<file path="src/rtl/seq_signed_divider_pkg.sv">
// Shared types and helpers for the sequential signed divider.
package seq_signed_divider_pkg;

  typedef enum logic [1:0] {
    ST_IDLE = 2'd0,
    ST_CALC = 2'd1,
    ST_FIX  = 2'd2,
    ST_DONE = 2'd3
  } div_state_e;

  // Ceiling log2, used to size the bit counter.
  function automatic int unsigned clog2(input int unsigned value);
    int unsigned w = 0;
    for (int unsigned i = 0; i < 32; i++) begin
      if ((64'd1 << i) < 64'(value)) w = i + 1;
    end
    return w;
  endfunction

endpackage

</file>
<file path="src/rtl/seq_signed_divider_step.sv">
// One restoring-division step: shift {rem,quo} left and try to subtract the divisor.
module seq_signed_divider_step #(
  parameter int unsigned BIT_WIDTH = 32
) (
  input  logic [BIT_WIDTH-1:0] rem_in,
  input  logic [BIT_WIDTH-1:0] quo_in,
  input  logic [BIT_WIDTH-1:0] divisor,
  output logic [BIT_WIDTH-1:0] rem_out,
  output logic [BIT_WIDTH-1:0] quo_out
);

  localparam int unsigned EXT_W = BIT_WIDTH + 1;

  logic [EXT_W-1:0] shifted;
  logic [EXT_W-1:0] trial;

  // Trial subtract is one bit wider so its MSB is the borrow/sign.
  always_comb begin
    shifted = {rem_in, quo_in[BIT_WIDTH-1]};
    trial   = shifted - {1'b0, divisor};
    if (!trial[EXT_W-1]) begin
      rem_out = trial[BIT_WIDTH-1:0];
    end else begin
      rem_out = shifted[BIT_WIDTH-1:0];
    end
    quo_out = {quo_in[BIT_WIDTH-2:0], ~trial[EXT_W-1]};
  end

endmodule

</file>
<file path="src/rtl/seq_signed_divider.sv">
// Iterative signed restoring divider, one quotient bit per cycle, valid/ready on both sides.
module seq_signed_divider
  import seq_signed_divider_pkg::*;
#(
  parameter int unsigned BIT_WIDTH = 32
) (
  input  logic                 clk,
  input  logic                 rst_n,
  input  logic                 in_valid,
  output logic                 in_ready,
  input  logic [BIT_WIDTH-1:0] dividend,
  input  logic [BIT_WIDTH-1:0] divisor,
  output logic                 out_valid,
  input  logic                 out_ready,
  output logic [BIT_WIDTH-1:0] quotient,
  output logic [BIT_WIDTH-1:0] remainder,
  output logic                 overflow,
  output logic                 div_by_zero,
  output logic                 negative
);

  localparam int unsigned CNT_W = clog2(BIT_WIDTH);
  localparam logic [BIT_WIDTH-1:0] MIN_MAG = {1'b1, {(BIT_WIDTH-1){1'b0}}};
  localparam logic [BIT_WIDTH-1:0] ONE     = BIT_WIDTH'(1);

  div_state_e state, state_n;

  logic [BIT_WIDTH-1:0] rem, rem_n;
  logic [BIT_WIDTH-1:0] quo, quo_n;
  logic [BIT_WIDTH-1:0] dvs_mag, dvs_mag_n;
  logic                 sign_a, sign_a_n;
  logic                 sign_b, sign_b_n;
  logic                 zero_div, zero_div_n;
  logic [CNT_W-1:0]     cnt, cnt_n;

  logic [BIT_WIDTH-1:0] quotient_n, remainder_n;
  logic                 overflow_n, div_by_zero_n, negative_n;
  logic                 in_ready_n, out_valid_n;

  logic [BIT_WIDTH-1:0] step_rem, step_quo;

  seq_signed_divider_step #(
    .BIT_WIDTH (BIT_WIDTH)
  ) u_step (
    .rem_in  (rem),
    .quo_in  (quo),
    .divisor (dvs_mag),
    .rem_out (step_rem),
    .quo_out (step_quo)
  );

  // State register.
  always_ff @(posedge clk or negedge rst_n) begin
    if (!rst_n) state <= ST_IDLE;
    else        state <= state_n;
  end

  // Next-state, datapath and output computation.
  always_comb begin
    state_n       = state;
    rem_n         = rem;
    quo_n         = quo;
    dvs_mag_n     = dvs_mag;
    sign_a_n      = sign_a;
    sign_b_n      = sign_b;
    zero_div_n    = zero_div;
    cnt_n         = cnt;
    quotient_n    = quotient;
    remainder_n   = remainder;
    overflow_n    = overflow;
    div_by_zero_n = div_by_zero;

    unique case (state)
      ST_IDLE: begin
        if (in_valid && in_ready) begin
          sign_a_n   = dividend[BIT_WIDTH-1];
          sign_b_n   = divisor[BIT_WIDTH-1];
          quo_n      = dividend[BIT_WIDTH-1] ? -dividend : dividend;
          dvs_mag_n  = divisor[BIT_WIDTH-1] ? -divisor : divisor;
          rem_n      = '0;
          zero_div_n = (divisor == '0);
          cnt_n      = CNT_W'(BIT_WIDTH - 1);
          // A zero divisor skips the iteration and only needs the fix-up cycle.
          state_n    = (divisor == '0) ? ST_FIX : ST_CALC;
        end
      end
      ST_CALC: begin
        rem_n = step_rem;
        quo_n = step_quo;
        if (cnt == '0) state_n = ST_FIX;
        else           cnt_n   = cnt - CNT_W'(1);
      end
      ST_FIX: begin
        if (zero_div) begin
          // quo still holds |dividend|; restore the original dividend.
          quotient_n    = '1;
          remainder_n   = sign_a ? -quo : quo;
          overflow_n    = 1'b0;
          div_by_zero_n = 1'b1;
        end else begin
          quotient_n    = (sign_a ^ sign_b) ? -quo : quo;
          remainder_n   = sign_a ? -rem : rem;
          overflow_n    = sign_a && sign_b && (quo == MIN_MAG) && (dvs_mag == ONE);
          div_by_zero_n = 1'b0;
        end
        state_n = ST_DONE;
      end
      ST_DONE: begin
        if (out_ready) state_n = ST_IDLE;
      end
      default: state_n = ST_IDLE;
    endcase

    negative_n  = quotient_n[BIT_WIDTH-1];
    in_ready_n  = (state_n == ST_IDLE);
    out_valid_n = (state_n == ST_DONE);
  end

  // Datapath and registered outputs.
  always_ff @(posedge clk or negedge rst_n) begin
    if (!rst_n) begin
      rem         <= '0;
      quo         <= '0;
      dvs_mag     <= '0;
      sign_a      <= 1'b0;
      sign_b      <= 1'b0;
      zero_div    <= 1'b0;
      cnt         <= '0;
      quotient    <= '0;
      remainder   <= '0;
      overflow    <= 1'b0;
      div_by_zero <= 1'b0;
      negative    <= 1'b0;
      in_ready    <= 1'b1;
      out_valid   <= 1'b0;
    end else begin
      rem         <= rem_n;
      quo         <= quo_n;
      dvs_mag     <= dvs_mag_n;
      sign_a      <= sign_a_n;
      sign_b      <= sign_b_n;
      zero_div    <= zero_div_n;
      cnt         <= cnt_n;
      quotient    <= quotient_n;
      remainder   <= remainder_n;
      overflow    <= overflow_n;
      div_by_zero <= div_by_zero_n;
      negative    <= negative_n;
      in_ready    <= in_ready_n;
      out_valid   <= out_valid_n;
    end
  end

endmodule

</file>
<file path="config.mk">
export PLATFORM = sky130hd
export DESIGN_NAME = seq_signed_divider
export DESIGN_NICKNAME = d
export VERILOG_FILES = /design/src/rtl/seq_signed_divider_pkg.sv /design/src/rtl/seq_signed_divider_step.sv /design/src/rtl/seq_signed_divider.sv
export SDC_FILE = /design/constraint.sdc
export NUM_CORES = 1
export LEC_CHECK = 0
export CORE_UTILIZATION = 35
export CTS_BUF_LIST = sky130_fd_sc_hd__clkbuf_4 sky130_fd_sc_hd__clkbuf_8
export CTS_CLUSTER_SIZE = 10
export DETAILED_ROUTE_END_ITERATION = 8
export PLACE_DENSITY = 0.55
export SLEW_MARGIN = 20
export SYNTH_ARGS = -nofsm -noshare
export SYNTH_HDL_FRONTEND = slang
export SYNTH_SLANG_ARGS = --single-unit
</file>
<file path="constraint.sdc">
create_clock -name clk -period 3.77 [get_ports clk]
set_clock_uncertainty 0.05 [all_clocks]
set_input_delay 0.377 -clock clk [delete_from_list [all_inputs] [get_ports clk]]
set_output_delay 0.377 -clock clk [all_outputs]
set_load 0.02 [all_outputs]
</file>
Word-level counts from Yosys, hierarchy flattened

Index checks and enable logic that the tools add are counted.

Output and inout port bits: 69
Register bits: 174
Word-level logic and storage cells: 65
Bits of input ports: 68

Multiplexer cells: 22
Add/subtract/negate cells: 6
Reduce and logical (&&, ||, !) cells: 12
Bitwise operators: 2
Equal/unequal tests: 8

Operators by type and width:

| cell                                                                | number |
|---|---|
| 32-bit 2-to-1 mux                                                   | 10 |
| 32-bit negation                                                     | 4 |
| 32-bit one-hot mux with 2 select lines                              | 2 |
| 33-bit by 32-bit subtractor with 33-bit output                      | 1 |
| 32-bit by 1-bit == test with 1-bit output (second input constant)   | 1 |
| 32-bit == test (second input constant)                              | 1 |
| 32-bit logical NOT                                                  | 1 |
| 5-bit 2-to-1 mux                                                    | 2 |
| 5-bit one-hot mux with 2 select lines                               | 1 |
| 2-bit 2-to-1 mux                                                    | 4 |
| 2-bit one-hot mux with 4 select lines                               | 1 |
| 2-bit == test (second input constant)                               | 3 |
| 5-bit logical NOT                                                   | 1 |
| 5-bit by 1-bit subtractor with 5-bit output (second input constant) | 1 |
| 1-bit logical AND                                                   | 4 |
| 2-bit logical NOT                                                   | 2 |
| 2-bit inequality test (second input constant)                       | 2 |
| 2-bit AND reduction                                                 | 2 |
| 3-bit AND reduction                                                 | 1 |
| 2-bit by 1-bit == test with 1-bit output (second input constant)    | 1 |
| 1-bit 2-to-1 mux                                                    | 2 |
| 2-bit nonzero test                                                  | 1 |
| 1-bit inverter                                                      | 1 |
| 1-bit XOR                                                           | 1 |

Logic depth before layout (Yosys ltp)

Depth in word-level cells: 5
Mapped depth: 14
Mapped depth without buffers: 12

By module

Synthesis repeated with hierarchy kept, for this count alone.

Cells, all modules: 1511
Area, all modules: 12714.7 µm²

By module, submodules not included:

| module                  | cells an instance | area an instance (µm²) | instances |
|---|---|---|---|
| seq_signed_divider      | 1175              | 10123.5                | 1 |
| seq_signed_divider_step | 336               | 2591.2                 | 1 |

Least setup slack after synthesis

OpenSTA, ideal clock, no wires.

Path kind: reg-to-reg
Start point: register quo[31]
End point: register rem[31]
Cell stages (with the launch flop): 15
Arrival time: 3095 ps
Buffers on the path: 2
Required time: 3625 ps
Library setup time: 95 ps
Slack: 529 ps
Clock period less this slack: 3241 ps
Path through: dfrtp_1 > inv_1 > ha_1 > fa_1 > nand2b_1 > a21oi_1 > o21ai_0 > a211o_1 > a21boi_0 > nor3_1 > a211o_1 > buf_2 > buf_2 > o2bb2a_1 > o31ai_1

Cells in the longest elaborated chain, start to end: 3

Ends and longest elaborated chain:

| element                                        | RTL line                      | RTL |
|---|---|---|
| from (decl)                                    | seq_signed_divider.sv:29      | `logic [BIT_WIDTH-1:0] quo, quo_n;` |
| from (signal assigned)                         | seq_signed_divider.sv:138     | `quo <= quo_n;` |
| 33-bit by 32-bit subtractor with 33-bit output | seq_signed_divider_step.sv:20 | `trial = shifted - {1'b0, divisor};` |
| 32-bit 2-to-1 mux                              | seq_signed_divider_step.sv:21 | `if (!trial[EXT_W-1]) begin` |
| 32-bit one-hot mux with 2 select lines         | seq_signed_divider.sv:73      | `unique case (state)` |
| to (signal assigned)                           | seq_signed_divider.sv:137     | `rem <= rem_n;` |
| to (decl)                                      | seq_signed_divider.sv:28      | `logic [BIT_WIDTH-1:0] rem, rem_n;` |

No other way between the ends.
A chain may end at the register's enable or synchronous reset.

Worst setup path after layout

Start point: register rem[2]
End point: register remainder[31]

Cells in the longest elaborated chain, start to end: 3

Ends and longest elaborated chain:

| element              | RTL line                  | RTL |
|---|---|---|
| 32-bit negation      | seq_signed_divider.sv:102 | `remainder_n = sign_a ? -rem : rem;` |
| 32-bit 2-to-1 mux    | seq_signed_divider.sv:102 |  |
| 32-bit 2-to-1 mux    | seq_signed_divider.sv:94  | `if (zero_div) begin` |
| to (signal assigned) | seq_signed_divider.sv:145 | `remainder <= remainder_n;` |
| to (decl)            | seq_signed_divider.sv:16  | `output logic [BIT_WIDTH-1:0] remainder,` |

No other way between the ends.

==> metrics.cfg <==
[timing]
maxSlewViolCount=0
worst_slew_pin_slew_ns=0.954
timing.final.crit_share_pct=93.5
setup_tns_ns=0
fmax_mhz=284
setup_viol=0
max_slew_margin_pct=35.8
timing.final.crit_period_ns=3.52
hold_viol=0
rsz0062_at_grt=no

[critical_path]
r2r_slack_ns=0.25
r2r-start=rem[2]
worstPathArrival_ns=3.84
path_class=reg2reg
worstSetupStartpointType=flip-flop
cp_max_fo=7
startpoint=rem[2]
timing.rr.end=remainder[31]
cp-endpoint=remainder[31]
required_ns=4.08
worstSetupEndpointType=flip-flop
reg2reg_depth=10

[yosys]
syn-num-nets=1515
synth_area_sq_um=11900
ys.flop_type=dfrtp_1
synth_edf_count=0
synth_common_cells=nand2_1, o21ai_0, dfrtp_1, xor2_1, nor2_1
synth.distinct_cells=72
synth_area_leaders=dfrtp_1, o21ai_0, xor2_1
yosysSeqAreaShare_pct=36.5
postSynthAreaPerCell_sq_um=8.48
ys_async_sr_fraction_pct=100
yosysMostFrequentCell=nand2_1
yosys_warnings=0
postSynthCellCount=1408
synth_seq_cells=174
yosys.area.top_type_share_pct=36.3
yosysTopAreaCell=dfrtp_1

[grt]
antenna_found_initial=0
grt_busiest_layer=met1
grt_start_max_net_pins=84
grt_usage_pct=20.2
grt_overflow_total=0
first_global_vias=9870
use_met3_pct=2.41
gr-usage-met1_pct=31.0
use_met2_pct=29.0
grt_pass1_wl_um=55700

[final_layout]
area_delta_synth_final_pct=19.6
final_cells=1979
layout-drive-gt1-share_pct=7.84
antennaDiodeCount=0
fin_nets=1625

[floorplanning]
fp.dieH_um=187
initial_utilization_pct=35.6
num_io_pins=137
core_area_sq_um=33500
core.rowCount=67
die-area_sq_um=34900
chipWidth_um=187

[clocking]
root_buffer=clkbuf_8
clk_path_buf_depth=2
cts_buffers=17
post_cts_buffers=0
cts_tree=done
cts_sinks=174
path_clk_slew_ns=0.11
clk_latency_ns=0.48
cts_htree_levels=4

[route]
wire_per_inst_um=17.6
ant_nets=0
firstDrtPassIters=5
via_count=10400
drt-total-wl_um=34900
drtIter0Drc=604
post_drt_via_cell_ratio=5.27
post-route-drc-count=0

[place]
globalplace.congestion=0.914
hpwl_um=26800
dp.cells=1946
portBuffers=136

[hold_path]
holdCritPathClass=reg2reg

[pwr]
power_density_nw_per_um2=1000
total_power_mw=14.3
cellLeakagePower_nw=6.06
peakVddDrop_uv=356

[outcome]
outcome=finished, final reports clean

[run]
max-cap-violations=0

state kept, by name (all words and copies together), names as in the netlist:
| register | count |
|---|---|
| state | 2 |
| rem | 32 |
| remainder | 32 |
| out_valid | 1 |
| sign_b | 1 |
| quo | 32 |
| quotient | 32 |
| dvs_mag | 32 |
| in_ready | 1 |
| zero_div | 1 |
| cnt | 5 |
| div_by_zero | 1 |
| overflow | 1 |
| sign_a | 1 |
cell usage in the layout (no fill, tap or decap), types with 4 or more instances in the layout:
cell / n
inv_1: 50
nand2_1: 207
nor2_1: 69
nand2b_1: 12
o41ai_1: 15
xnor2_1: 63
and3_1: 16
o21a_1: 4
or2_2: 5
nor2b_1: 6
o21ai_1: 8
a22oi_1: 27
a211o_1: 5
clkbuf_8: 17
or4_4: 7
a211oi_1: 4
clkdlybuf4s50_1: 134
o21ai_2: 5
dfrtp_1: 172
o31ai_1: 32
inv_6: 5
nand4_1: 8
nor4_1: 16
a21o_1: 15
nand3_1: 14
o21ai_0: 181
ha_1: 38
buf_4: 44
or3_1: 20
o211ai_1: 4
nor3_1: 16
o2bb2a_1: 5
a21oi_1: 67
o22a_1: 8
or4_1: 18
xor2_1: 102
a31oi_1: 6
mux2i_1: 31
timing repair:
item | 4_1_cts | 5_1_grt
endpoints found under the hold margin | 80 | 0
resized for setup | 0 | 1
hold buffers | 1 | 0
setup endpoints to repair | 0 | 8
how the worst min path moves through the flow:
stage	start	endpoint	cells past startpoint
floorplan	rst_n	cnt[0]	0
global placement	remainder[14]	remainder[14]	2
detailed placement	remainder[30]	remainder[30]	2
CTS	remainder[30]	remainder[30]	2
global route	sign_b	sign_b	2
finish	remainder[14]	remainder[14]	2
area by class of cell:
type / instances / area (sq um)
multi-input cells: 1092 / 7040
fillers: 3437 / 19300
inverters: 50 / 188
clock buffers: 18 / 241
well taps: 448 / 561
repair buffers: 183 / 1740
flip-flops and latches: 174 / 4360
clock inverters: 14 / 151
kinds of logic (layout without fill, tap and decap cells):
family | count (synthesis) | count (layout) | share of synthesized area [%]
adders and majority gates | 39 | 39 | 4.15
muxes | 33 | 33 | 2.88
buffers and inverters | 142 | 265 | 4.75
and+or+nand+nor | 439 | 439 | 17.8
xor gates and xnor gates | 165 | 165 | 12.1
DFF | 174 | 174 | 36.5
AOI/OAI and AO/OA | 416 | 416 | 21.8
metrics by stage:
| stage | worst slack [ns] | hold slack [ns] | util, % | area [sq um] |
|---|---|---|---|---|
| 2_1_floorplan | 0.529 | 0.0314 | - | 11900 |
| 3_3_place_gp | 0.117 | 0.415 | 41.4 | 13900 |
| 3_5_place_dp | 0.0590 | 0.421 | 41.4 | 13900 |
| 4_1_cts | 0.255 | 0.446 | 42.6 | 14300 |
| 5_1_grt | 0.0495 | 0.456 | 42.6 | 14300 |
| 6_report | 0.246 | 0.441 | 42.6 | 14300 |
worst max-delay path, stage by stage (launching register included):
cell and delay, ns:
dfrtp_1 0.49, buf_4 0.19, or4_1 0.45, nor2_1 0.26, nand3_1 0.19, or2_1 0.31
or4_1 0.44, or4_1 0.46, o31ai_2 0.21, xor2_1 0.29, o21ai_2 0.07
power breakdown:
group          internal, mW  switching, mW
combinational          4.01           5.15
sequential             2.75           1.03
clock                 0.557          0.814
metal layers:
metal  up-vias  share of wire (%)  wire length (um)
li1       5233                  -                 -
met1      4927                 52             18200
met2       238                 41             14500
met3        32                4.0              1410
met4         0                2.4               833
met5         -                  0                 0
No activity file was read; power rests on OpenSTA's default activity.
